--- src/rtl/regfile_mp.sv ---
// Multi-port integer register file: NRD registered read ports with same-cycle write bypass,
// NWR write ports (highest index wins), optional hardwired x0, and a sequential clear sweep after reset.
module regfile_mp #(
    parameter int XLEN     = 32,
    parameter int NREGS    = 32,
    parameter int NRD      = 2,
    parameter int NWR      = 2,
    parameter int ZERO_REG = 1,
    localparam int AW      = $clog2(NREGS)
) (
    input  logic                i_clk,
    input  logic                i_reset,
    input  logic [NRD-1:0]      i_rd_en,
    input  logic [NRD*AW-1:0]   i_rd_addr,
    output logic [NRD*XLEN-1:0] o_rd_data,
    input  logic [NWR-1:0]      i_wr_en,
    input  logic [NWR*AW-1:0]   i_wr_addr,
    input  logic [NWR*XLEN-1:0] i_wr_data,
    output logic                o_ready,
    output logic                o_dbg_state
);

    typedef enum logic {ST_INIT, ST_RUN} state_t;

    state_t          state;
    logic [AW-1:0]   cnt;
    logic [XLEN-1:0] mem [NREGS];
    logic [XLEN-1:0] rd_next [NRD];

    assign o_dbg_state = (state == ST_RUN);

    // Read value as it will stand after this cycle's writes; later ports override earlier ones.
    always_comb begin
        for (int k = 0; k < NRD; k++) begin
            rd_next[k] = mem[i_rd_addr[k*AW +: AW]];
            for (int j = 0; j < NWR; j++) begin
                if (i_wr_en[j] && (i_wr_addr[j*AW +: AW] == i_rd_addr[k*AW +: AW])) begin
                    rd_next[k] = i_wr_data[j*XLEN +: XLEN];
                end
            end
            if ((ZERO_REG != 0) && (i_rd_addr[k*AW +: AW] == '0)) begin
                rd_next[k] = '0;
            end
        end
    end

    always_ff @(posedge i_clk) begin
        if (i_reset) begin
            state     <= ST_INIT;
            cnt       <= '0;
            o_ready   <= 1'b0;
            o_rd_data <= '0;
        end else begin
            case (state)
                ST_INIT: begin
                    cnt <= cnt + 1'b1;
                    if (cnt == AW'(NREGS - 1)) begin
                        state   <= ST_RUN;
                        o_ready <= 1'b1;
                    end
                end
                ST_RUN: begin
                    for (int k = 0; k < NRD; k++) begin
                        if (i_rd_en[k]) begin
                            o_rd_data[k*XLEN +: XLEN] <= rd_next[k];
                        end
                    end
                end
                default: state <= ST_INIT;
            endcase
        end
    end

    // Storage has no reset of its own; the INIT sweep clears one entry per cycle.
    always_ff @(posedge i_clk) begin
        if (!i_reset) begin
            if (state == ST_INIT) begin
                mem[cnt] <= '0;
            end else begin
                for (int j = 0; j < NWR; j++) begin
                    if (i_wr_en[j] && !((ZERO_REG != 0) && (i_wr_addr[j*AW +: AW] == '0))) begin
                        mem[i_wr_addr[j*AW +: AW]] <= i_wr_data[j*XLEN +: XLEN];
                    end
                end
            end
        end
    end

endmodule

--- config.mk ---
export PLATFORM = sky130hd
export DESIGN_NAME = regfile_mp
export DESIGN_NICKNAME = d
export VERILOG_FILES = /design/src/rtl/regfile_mp.sv
export SDC_FILE = /design/constraint.sdc
export NUM_CORES = 2
export LEC_CHECK = 0
export CELL_PAD_IN_SITES_DETAIL_PLACEMENT = 0
export CELL_PAD_IN_SITES_GLOBAL_PLACEMENT = 2
export CORE_AREA = 2 2 427 429
export DETAILED_ROUTE_END_ITERATION = 10
export DIE_AREA = 0 0 429 431
export PLACE_DENSITY_LB_ADDON = 0.1
export SYNTH_ARGS = -nofsm -noshare
export SYNTH_HDL_FRONTEND = slang
export SYNTH_SLANG_ARGS = --single-unit
--- constraint.sdc ---
create_clock -name i_clk -period 4.73 [get_ports i_clk]
set_input_delay 1.419 -clock i_clk [delete_from_list [all_inputs] [get_ports i_clk]]
set_output_delay 1.419 -clock i_clk [all_outputs]
set_load 0.01 [all_outputs]
==> results by group <==
Power and ir drop
  – Static Leak: 22.2 nW
  – PwrDens: 317 nW/um2
  – Worst vdd ir: 228 uV
  – Total Power: 23.2 mW

STA
  – Worst setup margin: 0.932 ns
  – Max_slew headroom: 20.2%
  – Count of final max-slew check failures: 0
  – Tmin final: 3.80 ns
  – Setup Skew: 0.0295 ns
  – Worst Tran Pin Value: 1.19 ns
  – RSZ-0062 raised after global routing: false
  – Fmax: 0.263 GHz
  – Fin Setup TNS: 0 ns
  – Hold WS: 0.506 ns
  – Final Hold Fails: 0
  – Final period utilization: 80.3%
  – Final setup vio count: 0

Synthesis
  – Mapped Cells: 5476
  – Syn_area_per_cell: 11.5 um2
  – Synth warnings: 0
  – Ys async rst share: 0%
  – Synthesized area: 62900 um2
  – Number of synthesized flops with an enable pin: 1024
  – Syn Nets: 5568
  – Netlist cell types: 57
  – Sequential share of the synthesized area: 51.2%
  – Ys flop type: edfxtp_1
  – #FFs+latches synth: 1095

Routing
  – # DRC: 0
  – DRT Wirelength: 283000 um
  – Iteration-0 DRC Markers: 5915
  – Routed len/inst: 35.6 um
  – Vias per cell: 6.10
  – Final ANT Viol Nets: 0
  – DRT Pass-1 Iters: 6
  – Vias: 48444

Critical path
  – Req. time, crit path: 5.20 ns
  – RR Startpoint: o_dbg_state
  – Crit. End Element: flip-flop
  – Worst Setup SP: i_wr_addr[0]
  – R2R Setup Slk: 1.90 ns
  – CP Max Fanout: 18
  – Worst reg2reg path depth: 6
  – Worst Path Arrival: 4.27 ns
  – Worst setup SP type: primary input
  – Worst Setup EP: mem[20][31]
  – Worst reg2reg path endpoint: mem[19][31]
  – Critical path class: in2reg

Clock network
  – Clock Tree Root: clkbuf_16
  – Worst-skew pair later-pin latency: 0.81 ns
  – CTS tree: yes
  – CTS Buf Count: 138
  – CTS Hold Bufs: 0
  – Htree depth: 4
  – Clock sink count: 1095
  – Worst-path clk slew: 0.06 ns
  – Post-CTS Resized: 0
  – Post-CTS Repair Setup Buffers: 0
  – Max Root-Sink Buffers: 3

Hold path
  – HP Class: reg2reg

Global routing
  – Largest net degree at the start of global routing: 71
  – Initial antenna violation count: 13
  – Vias in the first global route: 46113
  – Gr ovfl total: 0
  – Global-route wire length before repair: 389000 um
  – GRT Total Usage: 30.2%

Floorplanning
  – Initial Utilization: 34.9%
  – Io pins: 156
  – Die height: 431 um
  – Core area: 180000 um2
  – Die Area: 185000 um2
  – FP Rows: 156
  – Width of the chip: 429 um

Finish
  – Multi-input gate area: 28300 um2
  – Final core occ: 40.7%
  – Register area: 32200 um2
  – Filler Cells Inserted: 16852
  – Ratio of cells with drive above 1 in the final layout: 19.6%
  – Syn-to-layout area delta: 16.6%
  – Fin area: 73300 um2
  – Non-Filler Instances: 7940
  – Nets: 5538

Placement
  – Pre-CTS setup slack: 0.185 ns
  – Placed cells: 7676
  – Buffers on Ports: 155
  – Post-DP Area: 68900 um2
  – Final HPWL DP: 180000 um
  – GP Congestion: 0.880

Flow run
  – Max-cap viol count: 0

Outcome
  – Status: finished clean
metal layers:
metal,wire length [um],vias up,GRT usage (%),part of all wire (%)
met5,0,-,0,0
met3,21100,390,5.34,7.5
li1,-,20927,-,-
met1,122000,24938,42.0,43
met2,131000,2189,48.1,46
met4,8550,0,9.72,3.0
Yosys cell counts, types with 4 or more instances:
master    number  area, um2
xor2_1        14        123
o21ai_1        6       30.0
nand2_1     1101       4130
o211ai_1      60        450
nand3b_1      62        465
buf_1         29        109
o21bai_1      16        120
a21oi_1       65        325
edfxtp_1    1024      30700
buf_2        156        781
nor2b_1        6       37.5
and2_1         6       37.5
or3_1         61        382
nand4b_1       5       43.8
a22oi_1       63        473
inv_1         43        161
buf_6         15        169
mux2_2        62        698
a311oi_1      62        543
nor2_1        29        109
o21ai_0      987       4940
or2_2          4       25.0
dfxtp_1       71       1420
o221ai_1     124       1090
mux4_2       392       8830
a221oi_1      62        543
nor4_1         6       37.5
nand3_1        5       25.0
clkbuf_1     461       1730
o22ai_1       77        482
nand2b_1       6       37.5
buf_4         18        135
mux2i_1      312       3120
nor3_1        19       95.1
xnor2_1        8       70.1
placed cells by master, fill, tap and decap left out, types with 71 or more instances in the layout:
| cell type | count |
|---|---|
| nand2_1 | 1099 |
| edfxtp_1 | 1024 |
| o21ai_0 | 987 |
| mux4_2 | 392 |
| mux2i_1 | 312 |
| buf_4 | 272 |
| clkbuf_16 | 146 |
| clkdlybuf4s50_1 | 146 |
| o221ai_1 | 124 |
| buf_12 | 87 |
| dfxtp_1 | 71 |
layout make-up:
type	count	area share, %
clock inverters	55	0.671
flip-flops and latches	1095	43.9
inverters	43	0.220
diodes	14	0.0478
clock buffers	195	5.26
well taps	2370	4.04
repair buffers	513	7.31
multi-input cells	3655	38.6
kinds of logic (layout without fill, tap and decap cells):
logic type / Yosys count / in the layout / share of synthesized area (%)
and+or+nand+nor: 1325 / 1325 / 8.84
muxes: 766 / 766 / 20.1
adders and majority gates: 2 / 2 / 0.0398
xor gates and xnor gates: 22 / 22 / 0.306
AOI/OAI and AO/OA: 1540 / 1540 / 14.6
buffers and inverters: 726 / 806 / 4.97
other: 0 / 14 / 0
DFF: 1095 / 1095 / 51.2
critical path, cell delays in order:
cell and delay (ns):
clkdlybuf4s50_1 0.43, or4_1 0.66, o21a_2 0.32, o32ai_2 0.30, nand2_1 0.32, o21bai_4 0.45, buf_12 0.26
registers in the layout, summed over array words and instances (netlist names):
register,flops
cnt,5
mem,1024
o_dbg_state,1
o_ready,1
o_rd_data,64
how the worst min path moves through the flow:
stage,start,to,slack (ns),cells after the start
finish,o_ready,o_ready,0.51,2
detailed placement,o_ready,o_ready,0.50,2
global placement,o_ready,o_ready,0.49,2
floorplan,cnt[0],cnt[0],0.49,2
CTS,o_ready,o_ready,0.52,2
global route,o_ready,o_ready,0.55,2
report_power, final:
| part | internal, mW | switching [mW] | leakage [nW] | total, mW |
|---|---|---|---|---|
| combinational | 0.778 | 1.39 | 11.3 | 2.17 |
| sequential | 10.5 | 0.0284 | 8.83 | 10.5 |
| clock | 6.11 | 4.42 | 2.12 | 10.5 |
Note: power is estimated with default switching activity, not from simulation.
